`src/rtl/aq_ifu_fetch_ctrl_pkg.sv`:
```
// Shared definitions for the IFU fetch controller: FSM encoding and the
// outstanding-request limit.
package aq_ifu_fetch_ctrl_pkg;

  localparam logic [2:0] ST_IDLE   = 3'd0;
  localparam logic [2:0] ST_RSTVEC = 3'd1;
  localparam logic [2:0] ST_FETCH  = 3'd2;
  localparam logic [2:0] ST_STALL  = 3'd3;
  localparam logic [2:0] ST_STOP   = 3'd4;

  localparam int unsigned OUTSTD_MAX     = 2;
  localparam logic [1:0]  OUTSTD_MAX_CNT = 2'(OUTSTD_MAX);

endpackage

```
`src/rtl/aq_ifu_fetch_outstd_cnt.sv`:
```
// Tracks granted-but-unreturned icache requests and the number of old-path
// returns to discard after a change of flow; qualifies blocks for the ibuf.
module aq_ifu_fetch_outstd_cnt
  import aq_ifu_fetch_ctrl_pkg::*;
(
  input  logic       clk_i,
  input  logic       rst_i,
  input  logic       req_i,
  input  logic       grant_i,
  input  logic       inst_vld_i,
  input  logic       chgflw_i,
  output logic [1:0] outstd_cnt_o,
  output logic       ibuf_inst_vld_o
);

  logic [1:0] outstd_q, outstd_d;
  logic [1:0] kill_q, kill_d;
  logic       inst_eff;
  logic       inc;

  // A return with nothing outstanding is spurious and must not move any counter.
  assign inst_eff = inst_vld_i & (outstd_q != 2'd0);
  assign inc      = req_i & grant_i & (outstd_q != OUTSTD_MAX_CNT);

  always_comb begin
    outstd_d = outstd_q;
    if (inc && !inst_eff) begin
      outstd_d = outstd_q + 2'd1;
    end else if (!inc && inst_eff) begin
      outstd_d = outstd_q - 2'd1;
    end

    // A new change of flow reloads rather than accumulates, so the kill count
    // never exceeds what is actually still in flight.
    kill_d = kill_q;
    if (chgflw_i) begin
      kill_d = outstd_q - {1'b0, inst_eff};
    end else if (inst_eff && (kill_q != 2'd0)) begin
      kill_d = kill_q - 2'd1;
    end
  end

  always_ff @(posedge clk_i or posedge rst_i) begin
    if (rst_i) begin
      outstd_q <= 2'd0;
      kill_q   <= 2'd0;
    end else begin
      outstd_q <= outstd_d;
      kill_q   <= kill_d;
    end
  end

  assign outstd_cnt_o    = outstd_q;
  assign ibuf_inst_vld_o = inst_vld_i & (kill_q == 2'd0) & ~chgflw_i & (outstd_q != 2'd0);

endmodule

```
`src/rtl/aq_ifu_fetch_ctrl.sv`:
```
// IFU fetch controller: sequences reset-vector load, fetch, stall and stop,
// and issues icache requests bounded by the outstanding-request limit.
module aq_ifu_fetch_ctrl
  import aq_ifu_fetch_ctrl_pkg::*;
(
  input  logic       forever_cpuclk,
  input  logic       cpurst,
  input  logic       cp0_ifu_fetch_en,
  input  logic       rtu_ifu_stop_req,
  input  logic       pcgen_ctrl_chgflw_vld,
  input  logic       ibuf_ctrl_full,
  input  logic       icache_ctrl_grant,
  input  logic       icache_ctrl_inst_vld,
  output logic       ctrl_icache_req,
  output logic       ctrl_pcgen_rst_vld,
  output logic       ctrl_ibuf_inst_vld,
  output logic       ctrl_pcgen_idle,
  output logic       ctrl_rtu_stop_ack,
  output logic [1:0] ctrl_top_outstd_cnt
);

  logic [2:0] state_q, state_d;
  logic [1:0] outstd_cnt;
  logic       cnt_zero;

  assign cnt_zero = (outstd_cnt == 2'd0);

  // Stopping is only allowed once every granted request has come back, and
  // it wins over a simultaneous stall.
  always_comb begin
    state_d = state_q;
    case (state_q)
      ST_IDLE:   if (cp0_ifu_fetch_en) state_d = ST_RSTVEC;
      ST_RSTVEC: state_d = ST_FETCH;
      ST_FETCH: begin
        if (rtu_ifu_stop_req && cnt_zero) begin
          state_d = ST_STOP;
        end else if (ibuf_ctrl_full) begin
          state_d = ST_STALL;
        end
      end
      ST_STALL: begin
        if (rtu_ifu_stop_req && cnt_zero) begin
          state_d = ST_STOP;
        end else if (!ibuf_ctrl_full) begin
          state_d = ST_FETCH;
        end
      end
      ST_STOP:   if (!rtu_ifu_stop_req) state_d = ST_FETCH;
      default:   state_d = ST_IDLE;
    endcase
  end

  always_ff @(posedge forever_cpuclk or posedge cpurst) begin
    if (cpurst) begin
      state_q <= ST_IDLE;
    end else begin
      state_q <= state_d;
    end
  end

  assign ctrl_icache_req = (state_q == ST_FETCH) & ~ibuf_ctrl_full & ~rtu_ifu_stop_req
                         & ~pcgen_ctrl_chgflw_vld & (outstd_cnt < OUTSTD_MAX_CNT);

  aq_ifu_fetch_outstd_cnt u_outstd_cnt (
    .clk_i          (forever_cpuclk),
    .rst_i          (cpurst),
    .req_i          (ctrl_icache_req),
    .grant_i        (icache_ctrl_grant),
    .inst_vld_i     (icache_ctrl_inst_vld),
    .chgflw_i       (pcgen_ctrl_chgflw_vld),
    .outstd_cnt_o   (outstd_cnt),
    .ibuf_inst_vld_o(ctrl_ibuf_inst_vld)
  );

  assign ctrl_pcgen_rst_vld  = (state_q == ST_RSTVEC);
  assign ctrl_pcgen_idle     = (state_q == ST_IDLE) | ((state_q == ST_STOP) & cnt_zero);
  assign ctrl_rtu_stop_ack   = (state_q == ST_STOP);
  assign ctrl_top_outstd_cnt = outstd_cnt;

endmodule

```
`config.mk`:
```
export PLATFORM = sky130hd
export DESIGN_NAME = aq_ifu_fetch_ctrl
export DESIGN_NICKNAME = d
export VERILOG_FILES = /design/src/rtl/aq_ifu_fetch_ctrl_pkg.sv /design/src/rtl/aq_ifu_fetch_outstd_cnt.sv /design/src/rtl/aq_ifu_fetch_ctrl.sv
export SDC_FILE = /design/constraint.sdc
export NUM_CORES = 1
export LEC_CHECK = 0
export BUFFER_PORTS_ARGS = -buffer_cell sky130_fd_sc_hd__buf_4
export CORE_ASPECT_RATIO = 0.9
export CORE_UTILIZATION = 31
export DETAILED_ROUTE_END_ITERATION = 6
export PLACE_DENSITY = 0.58
export SLEW_MARGIN = 10
export SYNTH_ARGS = -nofsm -noshare
export SYNTH_HDL_FRONTEND = slang
export SYNTH_HIERARCHICAL = 1
export SYNTH_SLANG_ARGS = --single-unit
```
`constraint.sdc`:
```
create_clock -name forever_cpuclk -period 2.25 [get_ports forever_cpuclk]
set_input_delay 0.225 -clock forever_cpuclk [delete_from_list [all_inputs] [get_ports forever_cpuclk]]
set_output_delay 0.225 -clock forever_cpuclk [all_outputs]
set_load 0.01 [all_outputs]
```
# --- After elaboration in Yosys (flattened, before gate mapping) ---
# Cells that the tools add are included.
totals:
  register_bits: 7
  input_bits: 8
  output_inout_bits: 7
  elab_cells: 57
op_classes:
  addsub: 4
  order_cmp: 1
  n_eq_ne: 9
  muxes: 11
  bitwise_logic: 15
  reduce_logical: 14
op_table:
  columns: ["op", "n"]
  rows:
  - ["$mux 3", 6]
  - ["$pmux 3 s5", 1]
  - ["$and 1x1->1", 11]
  - ["$mux 2", 4]
  - ["$reduce_bool 2->1", 4]
  - ["$eq 3x2->1 const B", 2]
  - ["$ne 2x2->1 const B", 3]
  - ["$ne 3x3->1 const B", 2]
  - ["$logic_and 1x1->1", 4]
  - ["$logic_not 2->1", 2]
  - ["$reduce_and 4->1", 1]
  - ["$sub 2x1->2 const B", 2]
  - ["$eq 3x1->1 const B", 1]
  - ["$eq 3x3->1 const B", 1]
  - ["$logic_not 3->1", 1]
  - ["$not 1->1", 3]
  - ["$add 2x1->2 const B", 1]
  - ["$logic_not 1->1", 2]
  - ["$lt 2x2->1 const B", 1]
  - ["$sub 2x1->2", 1]
  - ["$or 1x1->1", 1]

# --- Depth between registers and ports, before layout ---
# Gate-level depths: netlist of run 1.
depth:
  depth_word: 11
  depth_mapped: 8
  ltp_nobuf: 8

# --- By module ---
# Netlist of run 1, hierarchy kept.
by_module_without_submodules:
  columns: ["module", "n_inst", "cells_per_inst", "area_per_inst_um2", "seq_area_each_um2"]
  rows:
  - ["aq_ifu_fetch_outstd_cnt", 1, 29, 269.0, 100.1]
  - ["aq_ifu_fetch_ctrl", 1, 21, 198.9, 75.1]

# --- Least setup slack after synthesis of run 1 ---
# OpenSTA, ideal clock, no wires.
synth_path:
  path_type: "register to register"
  from: "register u_outstd_cnt.outstd_q[1] (netlist: u_outstd_cnt/outstd_cnt_o[1])"
  to: "register u_outstd_cnt.outstd_q[1] (netlist: u_outstd_cnt/outstd_cnt_o[1])"
  setup_ps: 135
  arrival_ps: 1552
  required_time_ps: 2115
  path_slack_ps: 563
  stages_incl_launch_ff: 9
  n_path_buf: 0
  synth_period_minus_slack_ps: 1687
  cell_sequence: "dfrtp_1 > nor3_1 > and3_1 > nand2_1 > a21oi_1 > ha_1 > xor2_1 > nor2_1 > xor2_1"
synth_between:
  elab_chain_cells: 7
  word_cells_on_any_way: 16
  classes_between: "add/sub: 2; order compare: 1; eq/ne: 1; mux: 2; bitwise: 4; reduce/logical: 6"
synth_lines:
  columns: ["item", "line_no", "rtl"]
  rows:
  - ["from (decl)", "aq_ifu_fetch_outstd_cnt.sv:16", "logic [1:0] outstd_q, outstd_d;"]
  - ["from (signal assigned)", "aq_ifu_fetch_outstd_cnt.sv:48", "outstd_q <= outstd_d;"]
  - ["$lt 2x2->1 (*)", "aq_ifu_fetch_ctrl.sv:63", "& ~pcgen_ctrl_chgflw_vld & (outstd_cnt < OUTSTD_MAX_CNT);"]
  - ["$and 1x1->1 (*)", "aq_ifu_fetch_ctrl.sv:63", null]
  - ["via ctrl_icache_req", "aq_ifu_fetch_ctrl.sv:14", "output logic ctrl_icache_req,"]
  - ["$and 1x1->1 (*) (2 in series)", "aq_ifu_fetch_outstd_cnt.sv:23", "assign inc = req_i & grant_i & (outstd_q != OUTSTD_MAX_CNT);"]
  - ["$logic_not 1->1", "aq_ifu_fetch_outstd_cnt.sv:29", "end else if (!inc && inst_eff) begin"]
  - ["$logic_and 1x1->1", "aq_ifu_fetch_outstd_cnt.sv:29", null]
  - ["$reduce_bool 2->1 (no line)", null, null]
# Mark *: on every way through the listed nets, which the timed path passes. The rest lies on a longest branch. The select of a mux whose other input is x is not followed.
# A chain may end at the register's enable or synchronous reset.

# --- Final worst setup path of run 1 ---
layout_path:
  from: "register state_q[2]"
  to: "register u_outstd_cnt.outstd_q[1] (netlist: u_outstd_cnt/outstd_cnt_o[1])"
layout_between:
  elab_chain_cells: 10
  word_cells_on_any_way: 12
  classes_between: "eq/ne: 1; mux: 1; bitwise: 6; reduce/logical: 4"
layout_lines:
  columns: ["item", "line_no", "rtl"]
  rows:
  - ["from (decl)", "aq_ifu_fetch_ctrl.sv:22", "logic [2:0] state_q, state_d;"]
  - ["from (signal assigned)", "aq_ifu_fetch_ctrl.sv:58", "state_q <= state_d;"]
  - ["$eq 3x2->1 (*)", "aq_ifu_fetch_ctrl.sv:62", "assign ctrl_icache_req = (state_q == ST_FETCH) & ~ibuf_ctrl_full & ~rtu_ifu_stop_req"]
  - ["$and 1x1->1 (*) (2 in series)", "aq_ifu_fetch_ctrl.sv:62", null]
  - ["$and 1x1->1 (*) (2 in series)", "aq_ifu_fetch_ctrl.sv:63", null]
  - ["$and 1x1->1 (*) (2 in series)", "aq_ifu_fetch_outstd_cnt.sv:23", null]
  - ["$logic_not 1->1", "aq_ifu_fetch_outstd_cnt.sv:29", null]
  - ["$logic_and 1x1->1", "aq_ifu_fetch_outstd_cnt.sv:29", null]
  - ["$reduce_bool 2->1 (no line)", null, null]
# Mark *: on every way between the ends. The rest lies on a longest branch, timed or not.

==> results by group, run 1 <==
Placement
  – Final estimated routing congestion in global placement: 0.8081
  – DP Area: 598.1 um^2
  – DPL Wire Length: 761 um
  – Placed cell count: 79
  – Total of buffers placed on input and output ports: 14

Timing
  – Final number of setup-violating endpoints: 0
  – Max-slew violation count: 0
  – Shortest clock period the worst path allows after layout: 1.641 ns
  – Final count of hold timing violations: 0
  – Final clock period utilization by the worst path: 72.93%
  – Total Neg Setup Slack: 0 ns
  – Final hold slack: 0.2352 ns
  – Maximum clock skew at final layout: 0.006504 ns
  – Rel. slew slack: 79.86%
  – Achievable Freq: 609.4 MHz
  – Slew @ Worst Pin: 0.3021 ns
  – Setup repair after global routing missed its margin: no

Logic synthesis
  – Portion of the post-synthesis area used by sequential elements: 37.43%
  – Most frequent cell after synthesis: sky130_fd_sc_hd__dfrtp_1
  – Most instantiated cells after synthesis: sky130_fd_sc_hd__dfrtp_1 (7), sky130_fd_sc_hd__inv_1 (6), sky130_fd_sc_hd__nor2_1 (4), sky130_fd_sc_hd__nor3b_1 (4)
  – Area share of the largest cell type after synthesis: 37.43%
  – Biggest area contributors in the synthesized netlist: sky130_fd_sc_hd__dfrtp_1 (37%), sky130_fd_sc_hd__ha_1 (8.0%), sky130_fd_sc_hd__nor3b_1 (6.4%), sky130_fd_sc_hd__xor2_1 (5.6%), sky130_fd_sc_hd__inv_1 (4.8%)
  – Top flip-flop cell by instance count after synthesis: sky130_fd_sc_hd__dfrtp_1
  – Area of the mapped netlist: 467.9 um^2
  – Number of cells produced by synthesis: 50
  – Nets in the synthesized netlist: 61
  – Leading area contributor after synthesis: sky130_fd_sc_hd__dfrtp_1
  – Mean cell area of the mapped netlist: 9.359 um^2
  – Share of synthesized registers carrying an async set or reset: 100.0%
  – Yosys warns: 6
  – Unique masters post-synth: 24
  – Post-synthesis sequential element count: 7
  – Number of synthesized flops with an enable pin: 0

Final layout
  – Filler instances: 135
  – Finished layout cell area: 634.4 um^2
  – Proportion of layout cells with a drive suffix above 1: 28.57%
  – Syn-to-layout area delta: 35.56%
  – Number of nets in the layout: 82
  – Number of non-filler instances in the completed layout: 84
  – Number of diodes: 0

Setup path
  – Crit path largest cell delay: 0.43 ns
  – Sum of buffers and inverters on the critical path: 0
  – Max FO, Critical Path: 8
  – Setup crit start kind: flip-flop
  – Standard cell with the maximum stage delay on the critical path: sky130_fd_sc_hd__dfrtp_1
  – CP endpoint kind: flip-flop
  – Crit-path leading delay family: simple AND/OR/NAND/NOR gates
  – Critical path class: flip-flop to flip-flop
  – Data arrival at the endpoint of the critical path: 1.82 ns
  – Setup slack on the worst flop-to-flop path: 0.61 ns
  – WP data required: 2.43 ns
  – Worst path cell trace: and2b_2, and3_1, nand2_1, a21oi_1, ha_1, nor2_1, xor2_1

CTS
  – Clock tree from TritonCTS: done
  – Total number of clock tree sinks: 7
  – Clk buf depth: 2
  – Insertion delay of the later-clocked pin in the worst-skew pair: 0.25 ns
  – Post CTS Setup Buffer Count: 0
  – Cells resized by post-CTS repair: 0
  – Clock-pin slew of the registers on the worst-case setup and hold paths: 0.05 ns
  – Deepest level of the CTS H-tree: 1
  – Root buffer cell: sky130_fd_sc_hd__clkbuf_4
  – Total clock buffers created by CTS: 3

Floorplanning
  – Core Box Area: 1321 um^2
  – Placement row count: 12
  – Number of top-level pins: 15
  – Floorplan die height: 38.86 um
  – Effective utilization at floorplan: 35.42%
  – Die area: 1669 um^2
  – Die width: 42.96 um

Route
  – Average vias per placed instance: 4.988
  – Drt drc: 0
  – 1st-pass router iterations: 4
  – Detailed-route wire length: 968 um
  – Iter 0 DRT Violations: 7
  – Via count: 419
  – Wirelength per Cell: 11.52 um
  – Antenna-violating nets left: 0

Global routing
  – Pin count of the biggest net entering global routing: 9
  – Number of antenna violations at the first check in global routing: 0
  – Global-route wire length before repair: 1.697 mm
  – Vias in the first global route: 374
  – Overflow after GRT: 0
  – Overall routing resource usage: 14.78%

Power and ir drop
  – Worst ir drop on vdd: 0.0005081 V
  – Power per cell area: 1194 nW/um^2
  – Leak pwr: 0.3128 nW
  – Design Power: 757.6 uW

Outcome
  – Status: completed

Job
  – MaxCap Viol Count: 0

Hold path
  – HP Class: input port to flip-flop
[layer usage]
layer  share of wire, %  GRT usage, %
met3                4.1         3.271
met5                  0             0
met2                 40         18.94
met1                 54         20.11
met4                1.2         13.64
[cell usage in the layout, fill, tap and decap left out, types with 2 or more instances in the layout]
cell type,n
sky130_fd_sc_hd__inv_1,6
sky130_fd_sc_hd__o21ai_0,2
sky130_fd_sc_hd__ha_1,3
sky130_fd_sc_hd__nand2_1,3
sky130_fd_sc_hd__buf_4,15
sky130_fd_sc_hd__nor3_1,2
sky130_fd_sc_hd__nor3b_1,4
sky130_fd_sc_hd__nor2_1,4
sky130_fd_sc_hd__dfrtp_1,7
sky130_fd_sc_hd__or4b_1,2
sky130_fd_sc_hd__clkbuf_4,3
sky130_fd_sc_hd__xor2_1,3
[final cells by class]
| type | instances | area (um^2) | area share (%) |
|---|---|---|---|
| Clock buffer | 4 | 26.28 | 4.142 |
| Inverter | 6 | 22.52 | 3.550 |
| Multi-Input combinational cell | 37 | 270.3 | 42.60 |
| Sequential cell | 7 | 175.2 | 27.61 |
| Tap cell | 14 | 17.52 | 2.761 |
| Timing Repair Buffer | 16 | 122.6 | 19.33 |
[logic make-up (layout without fill, tap and decap cells)]
family          after synthesis  after routing  share of synthesized area (%)
simple gates                 21             21                          28.34
compound gates                9              9                          13.91
flops                         7              7                          37.43
buf+inv                       6             26                          4.812
xor+xnor                      4              4                          7.488
fa+ha+maj                     3              3                          8.022
[sequential cells by signal, summed over array words and instances, names as in the netlist]
signal and cells:
u_outstd_cnt/outstd_cnt_o 2, state_q 3, u_outstd_cnt/kill_q 2
[worst paths after layout]
check | startpoint | endpoint | cells after the start
min reg2reg | state_q[2]$_DFFE_PP0P_ | state_q[1]$_DFFE_PP0P_ | 1
min in group asynchronous | cpurst | state_q[1]$_DFFE_PP0P_ | 3
min | rtu_ifu_stop_req | state_q[2]$_DFFE_PP0P_ | 2
max in group asynchronous | cpurst | u_outstd_cnt/outstd_cnt_o[1]$_DFFE_PP0P_ | 3
max | state_q[2]$_DFFE_PP0P_ | u_outstd_cnt/outstd_cnt_o[1]$_DFFE_PP0P_ | 7
max reg2reg | state_q[2]$_DFFE_PP0P_ | u_outstd_cnt/outstd_cnt_o[1]$_DFFE_PP0P_ | 7
[where the power goes]
part,switching [mW],total (mW),internal [mW]
clock network,0.0449,0.113,0.0676
logic,0.178,0.380,0.202
registers,0.0780,0.265,0.187
[per-stage QoR]
step	worst slack [ns]	util, %
6_report	0.6091	48.01
5_1_grt	0.4164	48.01
4_1_cts	0.5925	48.01
3_5_place_dp	0.6046	45.27
3_3_place_gp	0.6079	45.27
2_1_floorplan	0.5625	-
[repair_timing]
action | CTS | global route
hold endpoints to repair | 7 | 0
hold buffers | 1 | 0
setup endpoints to repair | 0 | 0
[worst reg2reg max path: stages (launching register included)]
cell and delay, ns:
sky130_fd_sc_hd__dfrtp_1 0.43, sky130_fd_sc_hd__and2b_2 0.25, sky130_fd_sc_hd__and3_1 0.17, sky130_fd_sc_hd__nand2_1 0.06, sky130_fd_sc_hd__a21oi_1 0.11, sky130_fd_sc_hd__ha_1 0.27, sky130_fd_sc_hd__nor2_1 0.14, sky130_fd_sc_hd__xor2_1 0.15
Power figures use the tool's default switching activity.
==> inputs of run 2 (changes only) <==
- ABC_AREA: not set -> 1
- PLACE_DENSITY: 0.58 -> 0.57
- clock period: 2.25 -> 1.6 ns (I/O delays scaled with it)
==> run 2 against run 1 <==
  * The flow now finishes with violations (negative setup slack)
  * Setup slack worse by 0.63 ns
  * Sequential share of layout area down 6.5 points
  * Cell count up 62%
  * Die area up 23%
  * Register-to-register slack worse by 0.63 ns
  * Worst hold slack worse by 0.027 ns
  * Combinational power up 150%
  * Largest cell class unchanged
==> results by group, run 2 <==
Timing
  – Max-slew violation count: 0
  – Setup repair after global routing missed its margin: yes
  – Shortest clock period the worst path allows after layout: 1.620 ns
  – Slew @ Worst Pin: 0.1955 ns
  – Final number of setup-violating endpoints: 1
  – Final clock period utilization by the worst path: 101.3%
  – Final setup margin: -0.02010 ns
  – Final count of hold timing violations: 0
  – Rel. slew slack: 86.92%
  – Achievable Freq: 617.2 MHz
  – Maximum clock skew at final layout: 0.0009557 ns

Logic synthesis
  – Portion of the post-synthesis area used by sequential elements: 30.11%
  – Unique masters post-synth: 24
  – Most frequent cell after synthesis: sky130_fd_sc_hd__nand2_1
  – Post-synthesis sequential element count: 7
  – Area of the mapped netlist: 581.8 um^2
  – Area share of the largest cell type after synthesis: 30.11%
  – Most instantiated cells after synthesis: sky130_fd_sc_hd__nand2_1 (22), sky130_fd_sc_hd__inv_1 (14), sky130_fd_sc_hd__dfrtp_1 (7), sky130_fd_sc_hd__nand3_1 (7), sky130_fd_sc_hd__inv_2 (6)
  – Number of cells produced by synthesis: 84
  – Number of synthesized flops with an enable pin: 0
  – Top flip-flop cell by instance count after synthesis: sky130_fd_sc_hd__dfrtp_1
  – Nets in the synthesized netlist: 95
  – Leading area contributor after synthesis: sky130_fd_sc_hd__dfrtp_1
  – Yosys warns: 6
  – Share of synthesized registers carrying an async set or reset: 100.0%
  – Biggest area contributors in the synthesized netlist: sky130_fd_sc_hd__dfrtp_1 (30%), sky130_fd_sc_hd__nand2_1 (14%), sky130_fd_sc_hd__inv_1 (9.0%), sky130_fd_sc_hd__ha_1 (6.5%), sky130_fd_sc_hd__nand3_1 (6.0%)
  – Mean cell area of the mapped netlist: 6.926 um^2

Final layout
  – Proportion of layout cells with a drive suffix above 1: 38.39%
  – Most common cell after layout, fill and taps aside: sky130_fd_sc_hd__buf_4
  – Number of diodes: 0
  – Syn-to-layout area delta: 42.58%
  – Largest Register: state_q
  – Largest register FFs: 3
  – Number of non-filler instances in the completed layout: 136
  – Highest-count cells in the layout ignoring fill and taps: sky130_fd_sc_hd__buf_4 (23), sky130_fd_sc_hd__nand2_1 (22), sky130_fd_sc_hd__inv_1 (14)
  – Share of the core filled with cells in the final layout: 48.32%
  – Number of nets in the layout: 124

Power and ir drop
  – Leak pwr: 0.4594 nW
  – Worst ir drop on vdd: 0.0009226 V
  – Power per cell area: 1726 nW/um^2

Placement
  – DPL Wire Length: 1.025 mm
  – Pre-CTS setup slack: -0.04295 ns
  – Total of buffers placed on input and output ports: 14
  – Final estimated routing congestion in global placement: 0.9155
  – Placed cell count: 131

Route
  – Via count: 595
  – Drt drc: 0
  – Iter 0 DRT Violations: 10
  – Wirelength per Cell: 8.640 um
  – Detailed-route wire length: 1.175 mm
  – Antenna-violating nets left: 0
  – Average vias per placed instance: 4.375
  – 1st-pass router iterations: 4

CTS
  – Clk buf depth: 2
  – Root buffer cell: sky130_fd_sc_hd__clkbuf_4
  – Total clock buffers created by CTS: 3
  – Insertion delay of the later-clocked pin in the worst-skew pair: 0.25 ns
  – Clock tree from TritonCTS: done
  – Total number of clock tree sinks: 7
  – Clock-pin slew of the registers on the worst-case setup and hold paths: 0.05 ns
  – Deepest level of the CTS H-tree: 1
  – Post CTS Setup Buffer Count: 0

Global routing
  – Pin count of the biggest net entering global routing: 7
  – Overflow after GRT: 0
  – Vias in the first global route: 504
  – Global-route wire length before repair: 2.001 mm
  – Number of antenna violations at the first check in global routing: 0
  – Overall routing resource usage: 13.80%

Floorplanning
  – Floorplan die height: 43.10 um
  – Number of top-level pins: 15
  – Effective utilization at floorplan: 33.89%
  – Placement row count: 14
  – Die area: 2054 um^2
  – Die width: 47.67 um
  – Core Box Area: 1717 um^2

Setup path
  – Max FO, Critical Path: 2
  – WP data required: 1.73 ns
  – Critical path class: flip-flop to flip-flop
  – Standard cell with the maximum stage delay on the critical path: sky130_fd_sc_hd__dfrtp_1
  – Crit path largest cell delay: 0.38 ns
  – Data arrival at the endpoint of the critical path: 1.75 ns
  – Setup crit start kind: flip-flop
  – Worst path cell trace: nor2_2, nand4_1, nor3_2, nand2_1, a21oi_2, ha_1, nand3b_1, xor2_1
  – CP endpoint kind: flip-flop

Outcome
  – Violated checks: negative setup slack
  – Status: finished, violations left

Hold path
  – HP Class: input port to flip-flop

Job
  – MaxCap Viol Count: 0
## run 2: worst paths after layout
check,from,to,slack [ns],cells after the start
min in group asynchronous,cpurst,state_q[2]$_DFFE_PP0P_,0.34,3
hold reg to reg,u_outstd_cnt/kill_q[0]$_DFFE_PP0P_,u_outstd_cnt/kill_q[0]$_DFFE_PP0P_,0.51,2
setup / recovery,state_q[2]$_DFFE_PP0P_,u_outstd_cnt/outstd_cnt_o[1]$_DFFE_PP0P_,-0.02,8
hold / removal,rtu_ifu_stop_req,state_q[2]$_DFFE_PP0P_,0.21,3
setup reg to reg,state_q[2]$_DFFE_PP0P_,u_outstd_cnt/outstd_cnt_o[1]$_DFFE_PP0P_,-0.02,8
max in group asynchronous,cpurst,u_outstd_cnt/kill_q[1]$_DFFE_PP0P_,1.07,3
## run 2: timing repair
item / CTS / global route
endpoints found under the setup margin: 1 / 2
resized for setup: 1 / 0
endpoints found under the hold margin: 7 / 0
hold buffers: 1 / 0
## run 2: final cells by class
| cell class | instances | area (um^2) |
|---|---|---|
| inverters | 20 | 75.07 |
| well taps | 24 | 30.03 |
| clock buffers | 4 | 26.28 |
| fillers | 192 | 887.1 |
| multi-input cells | 57 | 340.3 |
| repair buffers | 24 | 182.7 |
| flip-flops and latches | 7 | 175.2 |
## run 2: where the power goes
part | leakage (nW) | internal, mW | switching, mW
logic | 0.360 | 0.436 | 0.509
registers | 0.0849 | 0.266 | 0.0662
clock network | 0.0150 | 0.0949 | 0.0604
## run 2: critical path, delay by kind of cell (launching register included)
| family | cells | cell delay [ns] |
|---|---|---|
| DFF | 1 | 0.38 |
| adders and majority gates | 1 | 0.24 |
| xor gates and xnor gates | 1 | 0.14 |
| AOI/OAI and AO/OA | 1 | 0.10 |
| and+or+nand+nor | 5 | 0.63 |
## run 2: routing by layer
metal  vias up  wire (um)  global-route usage, %
met5         -          0                      0
met4         0          9                  1.667
met3         2        101                  6.383
met2        25        474                  17.26
met1       254        589                  21.96
li1        314          -                      -
## run 2: logic make-up after synthesis
family,after synthesis,share of synthesized area (%)
simple gates,47,42.80
fa+ha+maj,3,6.452
flops,7,30.11
buf+inv,20,12.90
xor+xnor,2,3.011
compound gates,5,4.730
## run 2: through the flow
stage	TNS (ns)	power, mW	hold slack (ns)	area [um^2]
4_1_cts	-0.02661	1.444	0.2113	829.5
2_1_floorplan	-0.1684	0.9082	-0.08636	586.8
3_3_place_gp	0	1.267	0.04816	789.5
6_report	-0.02010	1.432	0.2085	829.5
5_1_grt	-0.2504	1.588	0.2212	829.5
3_5_place_dp	-0.04295	1.272	0.04867	789.5
